$ cat config.mk
export PLATFORM = sky130hd
export DESIGN_NAME = seg7_rx
export DESIGN_NICKNAME = d
export VERILOG_FILES = /design/src/rtl/seg7_rx.sv
export SDC_FILE = /design/constraint.sdc
export NUM_CORES = 1
export LEC_CHECK = 0
export CAP_MARGIN = 20
export CORE_MARGIN = 10
export CORE_UTILIZATION = 48
export DETAILED_ROUTE_END_ITERATION = 10
export GPL_ROUTABILITY_DRIVEN = 0
export GPL_TIMING_DRIVEN = 0
export PLACE_DENSITY = 0.81
export SLEW_MARGIN = 20
export SYNTH_ARGS = -nofsm -noshare
export SYNTH_HDL_FRONTEND = slang
export SYNTH_SLANG_ARGS = --single-unit
export TNS_END_PERCENT = 50
$ cat constraint.sdc
create_clock -name iCLK -period 1.8 [get_ports iCLK]
set_input_delay 0.36 -clock iCLK [delete_from_list [all_inputs] [get_ports iCLK]]
set_output_delay 0.36 -clock iCLK [all_outputs]
set_load 0.05 [all_outputs]
$ cat src/rtl/seg7_rx.sv
// rtl/seg7_rx.sv - recovers a 4-digit hex value from a multiplexed 7-segment drive
module seg7_rx #(
    parameter int STABLE_CYC = 4
) (
    input  logic        iCLK,
    input  logic        iRST,
    input  logic [6:0]  iSEG7,
    input  logic [3:0]  iDIG,
    input  logic        iCLR,
    output logic [15:0] oHex,
    output logic [3:0]  oVALID,
    output logic        oUPD,
    output logic        oERR
);

    typedef enum logic [1:0] {S_WAIT, S_COMMIT, S_HOLD} state_t;

    // Counter holds (identical samples seen - 1); COMMIT is entered on the
    // edge where the STABLE_CYC-th identical sample arrives.
    localparam logic [7:0] CNT_GO  = 8'(STABLE_CYC - 2);
    localparam logic [7:0] CNT_MAX = 8'hFF;

    state_t      r_state;
    state_t      w_next;
    logic [10:0] r_samp;
    logic [7:0]  r_cnt;
    logic        r_fresh;
    logic [10:0] w_in;
    logic        w_same;
    logic        w_ready;
    logic [3:0]  w_dig;
    logic        w_onehot;
    logic        w_legal;
    logic        w_blank;
    logic [3:0]  w_nib;

    assign w_in     = {iDIG, iSEG7};
    // The first sample after reset is always treated as a new value.
    assign w_same   = !r_fresh && (w_in == r_samp);
    assign w_ready  = w_same && (r_cnt >= CNT_GO);
    assign w_dig    = r_samp[10:7];
    assign w_onehot = (w_dig != 4'd0) && ((w_dig & (w_dig - 4'd1)) == 4'd0);

    // Sample register and saturating stability counter.
    always_ff @(posedge iCLK) begin
        if (iRST) begin
            r_samp  <= '0;
            r_cnt   <= '0;
            r_fresh <= 1'b1;
        end else begin
            r_samp  <= w_in;
            r_fresh <= 1'b0;
            if (!w_same)
                r_cnt <= '0;
            else if (r_cnt != CNT_MAX)
                r_cnt <= r_cnt + 8'd1;
        end
    end

    // FSM state register.
    always_ff @(posedge iCLK) begin
        if (iRST)
            r_state <= S_WAIT;
        else
            r_state <= w_next;
    end

    // Next-state logic. A change landing on the COMMIT->HOLD edge leaves the
    // counter at 0 in HOLD, so HOLD also resumes counting when it sees that.
    always_comb begin
        w_next = r_state;
        case (r_state)
            S_WAIT:   if (w_ready) w_next = S_COMMIT;
            S_COMMIT: w_next = S_HOLD;
            S_HOLD: begin
                if (!w_same)
                    w_next = S_WAIT;
                else if (r_cnt == 8'd0)
                    w_next = w_ready ? S_COMMIT : S_WAIT;
            end
            default:  w_next = S_WAIT;
        endcase
    end

    // Segment pattern decode of the held sample.
    always_comb begin
        w_legal = 1'b1;
        w_blank = 1'b0;
        w_nib   = 4'h0;
        case (r_samp[6:0])
            7'h3F: w_nib = 4'h0;
            7'h06: w_nib = 4'h1;
            7'h5B: w_nib = 4'h2;
            7'h4F: w_nib = 4'h3;
            7'h66: w_nib = 4'h4;
            7'h6D: w_nib = 4'h5;
            7'h7D: w_nib = 4'h6;
            7'h07: w_nib = 4'h7;
            7'h7F: w_nib = 4'h8;
            7'h6F: w_nib = 4'h9;
            7'h77: w_nib = 4'hA;
            7'h7C: w_nib = 4'hB;
            7'h39: w_nib = 4'hC;
            7'h5E: w_nib = 4'hD;
            7'h79: w_nib = 4'hE;
            7'h71: w_nib = 4'hF;
            7'h00: begin
                w_legal = 1'b0;
                w_blank = 1'b1;
            end
            default: w_legal = 1'b0;
        endcase
    end

    // Result registers: clear beats commit; only the selected digit changes.
    always_ff @(posedge iCLK) begin
        if (iRST) begin
            oHex   <= '0;
            oVALID <= '0;
            oUPD   <= 1'b0;
            oERR   <= 1'b0;
        end else begin
            oUPD <= 1'b0;
            if (iCLR) begin
                oHex   <= '0;
                oVALID <= '0;
                oERR   <= 1'b0;
            end else if (r_state == S_COMMIT && w_onehot) begin
                oUPD <= 1'b1;
                if (!w_legal && !w_blank)
                    oERR <= 1'b1;
                for (int k = 0; k < 4; k++) begin
                    if (w_dig[k]) begin
                        if (w_legal) begin
                            oHex[4*k +: 4] <= w_nib;
                            oVALID[k]      <= 1'b1;
                        end else if (w_blank) begin
                            oVALID[k]      <= 1'b0;
                        end
                    end
                end
            end
        end
    end

endmodule

# ---- Yosys cells after proc, flatten, opt, wreduce, memory -nomap -nowiden
# Index checks and enable logic that the tools add are counted.
dict set report totals {
  wordCells 80
  in_bits 14
  regBits 44
  out_inout_bits 22
}
dict set report classes {
  muxes 12
  n_reduce_logical 27
  n_bitwise 2
  eq_ne 22
  n_addsub 2
  n_lt_le_gt_ge 1
}
# op count
set op_table {}
lappend op_table {{$eq A7 B7 Y1 const B} 12}
lappend op_table {{$pmux W4 S15} 1}
lappend op_table {{$reduce_and A3 Y1} 8}
lappend op_table {{$reduce_or A16 Y1} 1}
lappend op_table {{$eq A7 B3 Y1 const B} 2}
lappend op_table {{$eq A7 B6 Y1 const B} 2}
lappend op_table {{$eq A11 B11 Y1} 1}
lappend op_table {{$add A8 B1 Y8 const B} 1}
lappend op_table {{$ge A8 B2 Y1 const B} 1}
lappend op_table {{$logic_not A8 Y1} 1}
lappend op_table {{$ne A8 B8 Y1 const B} 1}
lappend op_table {{$logic_not A7 Y1} 1}
lappend op_table {{$mux W1} 7}
lappend op_table {{$mux W2} 3}
lappend op_table {{$pmux W2 S3} 1}
lappend op_table {{$logic_and A1 B1 Y1} 5}
lappend op_table {{$and A4 B4 Y4} 1}
lappend op_table {{$logic_not A4 Y1} 1}
lappend op_table {{$reduce_and A2 Y1} 2}
lappend op_table {{$reduce_bool A4 Y1} 1}
lappend op_table {{$reduce_or A2 Y1} 2}
lappend op_table {{$sub A4 B1 Y4 const B} 1}
lappend op_table {{$logic_not A1 Y1} 3}
lappend op_table {{$ne A3 B3 Y1 const B} 1}
lappend op_table {{6 further kinds} 6}

# ---- Depth between registers and ports, before layout
dict set report logic_depth {
  depth_word 7
  depth_mapped 7
  ltp_nobuf 7
}

# ---- Worst setup path before layout
# Ideal clock, no wire load.
dict set report synth_timing {
  kind {reg-to-reg}
  from {reg r_samp[7]}
  to {reg oHex[4]}
  arrival_ps 1754
  setup_ps 117
  path_buffers 1
  stages_incl_launch_ff 7
  setup_slack_ps -71
  synth_period_minus_slack_ps 1871
  cell_sequence {dfxtp_1 -> buf_6 -> or4b_4 -> a31oi_4 -> and2_2 -> nand2_4 -> a32o_1}
}
dict set report synth_via {
  elab_chain_cells 6
}
# item line_no
set synth_rtl {}
lappend synth_rtl {{from (decl)} 25} ;# logic [10:0] r_samp;
lappend synth_rtl {{from (signal assigned)} 51} ;# r_samp <= w_in;
lappend synth_rtl {{$sub A4 B1 Y4} 42} ;# assign w_onehot = (w_dig != 4'd0) && ((w_dig & (w_dig - 4'd1)) == 4'd0);
lappend synth_rtl {{$and A4 B4 Y4} 42}
lappend synth_rtl {{$logic_not A4 Y1} 42}
lappend synth_rtl {{$logic_and A1 B1 Y1 (*)} 42}
lappend synth_rtl {{$logic_and A1 B1 Y1 (*)} 128} ;# end else if (r_state == S_COMMIT && w_onehot) begin
lappend synth_rtl {{$reduce_and A3 Y1 (no line) (*)} n/a}
lappend synth_rtl {{to (signal, indexed assignment)} 135} ;# oHex[4*k +: 4] <= w_nib;
lappend synth_rtl {{to (decl)} 10} ;# output logic [15:0] oHex,
# Mark *: on every way between the ends. The rest lies on a longest branch, timed or not.
# A chain may end at the register's enable or synchronous reset.

# ---- Worst setup path in the final report
dict set report layout_timing {
  from {reg r_samp[1]}
  to {reg oHex[0]}
}
dict set report layout_via {
  elab_chain_cells 4
}
# item line_no
set layout_rtl {}
lappend layout_rtl {{$eq A7 B7 Y1, or another cell as far along} 90} ;# case (r_samp[6:0])
lappend layout_rtl {{$reduce_or A16 Y1 (no line)} n/a}
lappend layout_rtl {{$mux W1} 90}
lappend layout_rtl {{$reduce_and A3 Y1 (no line)} n/a}
# Several ways; a longest one is shown, not always the timed one.

==> out/qor.csv <==
metric;value;unit
syn2layout_area_growth;36.98;%
synth-simple-area-share;29.09;%
fin_setup_tns;-2.171;ns
whs;0.4322;ns
clock_skew;0.009175;ns
crit_arrival;2.20;ns
setup_viol;20;
power.leakage;0.001279;uW
root_buffer;clkbuf_8;
rsz0062_at_grt;true;
clk_pin_slew;0.08;ns
worst_slew_pin_slew;0.5813;ns
dr.first_iter.drc_count;188;
yosys-top-cells-count;dfxtp_1, nand2_1, nor2_1;
cts_tree;yes;
synth-seq-cells;44;
drv_slew;0;
crit_type;reg -> reg;
htree_levels;2;
nFillCells;321;
cp_common_cell;nand3_4;
ys_seq_area_share;39.68;%
postCtsHoldBufs;0;
min_period;1.983;ns
synthArstFlopShare;0;%
synth-xor-area-share;6.313;%
yosysMostFrequentCell;dfxtp_1;
synth_ff_type;dfxtp_1;
dp_hpwl;3.817;mm
fin_cells;349;
numCtsBuffers;5;
synth_top_family_by_area;simple AND/OR/NAND/NOR gates;
synth_top_area_share;39.68;%
vias;1950;
wl_per_cell;16.47;um
antenna_found_initial;0;
antenna_left;0;
synth_cell_types;56;
cp_max_fo;5;
drtPass1Iterations;4;
drive_above_1_share;24.24;%
grt_pass1_wl;9.390;mm
required;2.01;ns
io_pins;36;
synthesis.instances;243;
synth_top_cell_by_area;dfxtp_1;
yosysWarnings;0;
netlist_area;2220;um2
synth_edf_count;0;
worst_slack;-0.1833;ns
clk_latency;0.30;ns
grt_max_degree;14;
power.density;684.6;nW/um2
drc_errors;0;
diodes;0;
start_util;50.28;%
portBuffers;35;
die_h;88;um
cp_slowest_stage_delay;0.43;ns
vias_per_cell;5.587;
avgSynthCellArea;9.134;um2
outcome;finished with violations;
grt_overflow;0;
routed_wirelength;5.749;mm
grt_pass1_vias;1986;
die_w;88;um
fp-row-count;24;
clk_path_buf_depth;2;
synth_fa_ha_area_share;1.691;%
coreArea;4414;um2
synth_compound_area_share;14.04;%
synth_mux_area_share;4.961;%
dp_cells;330;
slew_headroom;60.84;%
fin_crit_sh;110.2;%
critPathCaptureType;flip-flop;
finish.utilization;68.88;%
crit_path_start_kind;flip-flop;
hold_viol;0;
violations;negative setup slack;
fin_nets;314;
cp_slowest_cell;a2111oi_4;
dieArea;7744;um2
hp-class;reg -> reg;
synth_top_cells_by_area;dfxtp_1, xor2_1, mux2i_1, nand2_1, nor2_1;
crit_chain;buf_6 > nand3b_1 > buf_4 > nor3b_2 > a2111oi_4 > nand3_4 > nand3_4 > mux2i_1;
cts_sinks;44;
vdd_drop_max;0.0004589;V
fmax;504.2;MHz
synth.net_count;260;
grt_usage;14.99;%
maxCapViolCount;0;
-- worst max-delay path: cells and delay by family (launching register included) --
kind	cells	cell delay (ns)
simple gates	4	0.62
flops	1	0.37
buf+inv	2	0.24
mux	1	0.23
compound gates	1	0.43
-- state kept, by name, indices dropped and copies added (netlist names) --
signal	flops
r_samp	11
oERR	1
oVALID	4
r_fresh	1
r_state	2
r_cnt	8
oUPD	1
oHex	16
-- repair_timing --
action / 4_1_cts / 5_1_grt
pin swaps: 13 / 8
endpoints found under the hold margin: 0 / 0
buffers inserted: 10 / 2
endpoints found under the setup margin: 47 / 35
gates resized for setup: 42 / 20
-- per-layer routing --
| metal | vias to the layer above | GRT usage [%] | wire length (um) | share of wire [%] |
|---|---|---|---|---|
| li1 | 960 | - | - | - |
| met1 | 902 | 17.52 | 2421 | 42 |
| met2 | 80 | 25.00 | 2790 | 49 |
| met3 | 8 | 4.828 | 449 | 7.8 |
| met4 | 0 | 5.507 | 87 | 1.5 |
| met5 | - | 0 | 0 | 0 |
-- cells in the final DEF, fill, tap and decap left out, drive strengths merged, types with 3 or more instances in the layout --
master,n
ha,3
a21oi,11
a21bo,3
nor2,25
nand2b,3
o21ai,6
dlymetal6s2s,5
dlygate4sd2,16
nand3,13
nor3,6
clkdlybuf4s50,14
a221oi,3
nand3b,3
buf,19
nor4,4
xor2,14
inv,7
dfxtp,44
nor2b,11
nand2,29
clkbuf,9
mux2i,11
-- worst paths after layout --
path	cells past startpoint	from	slack, ns	end
worst min register to register	1	r_state[0]	0.43	r_state[0]
worst max-delay path	8	r_samp[1]	-0.18	oHex[0]
worst min-delay path	1	r_state[0]	0.43	r_state[0]
worst max register to register	8	r_samp[1]	-0.18	oHex[0]
-- metrics by stage --
step                setup slack, ns  area, um2  total power [uW]
finish                      -0.1833       3040              2081
global route                -0.2772       3040              2156
CTS                         -0.1856       2958              2071
detailed placement          -0.6274       2644              1190
global placement            -0.5908       2644              1184
floorplan                  -0.04446       2228              1127
-- report_power, final --
part	switching [uW]	leakage (uW)	internal [uW]	total, uW
Sequential	23.0	0.000360	986	1010
Clock	326	0.0000642	546	872
Combinational	105	0.000854	95.3	200
-- layout make-up --
class / count / area [um2] / share of cell area, %
multi-input combinational: 181 / 1384 / 45.51
sequential: 44 / 895.9 / 29.46
timing repair buffer: 47 / 452.9 / 14.90
buffer: 11 / 87.58 / 2.881
clock buffer: 5 / 68.82 / 2.263
tap: 52 / 65.06 / 2.140
clock inverter: 2 / 60.06 / 1.975
inverter: 7 / 26.28 / 0.8642
-- logic make-up after synthesis --
logic type | count (synthesis)
simple gates | 113
xor+xnor | 16
fa+ha+maj | 3
buf+inv | 18
compound gates | 38
flops | 44
mux | 11
(Power assumes the default switching activity.)
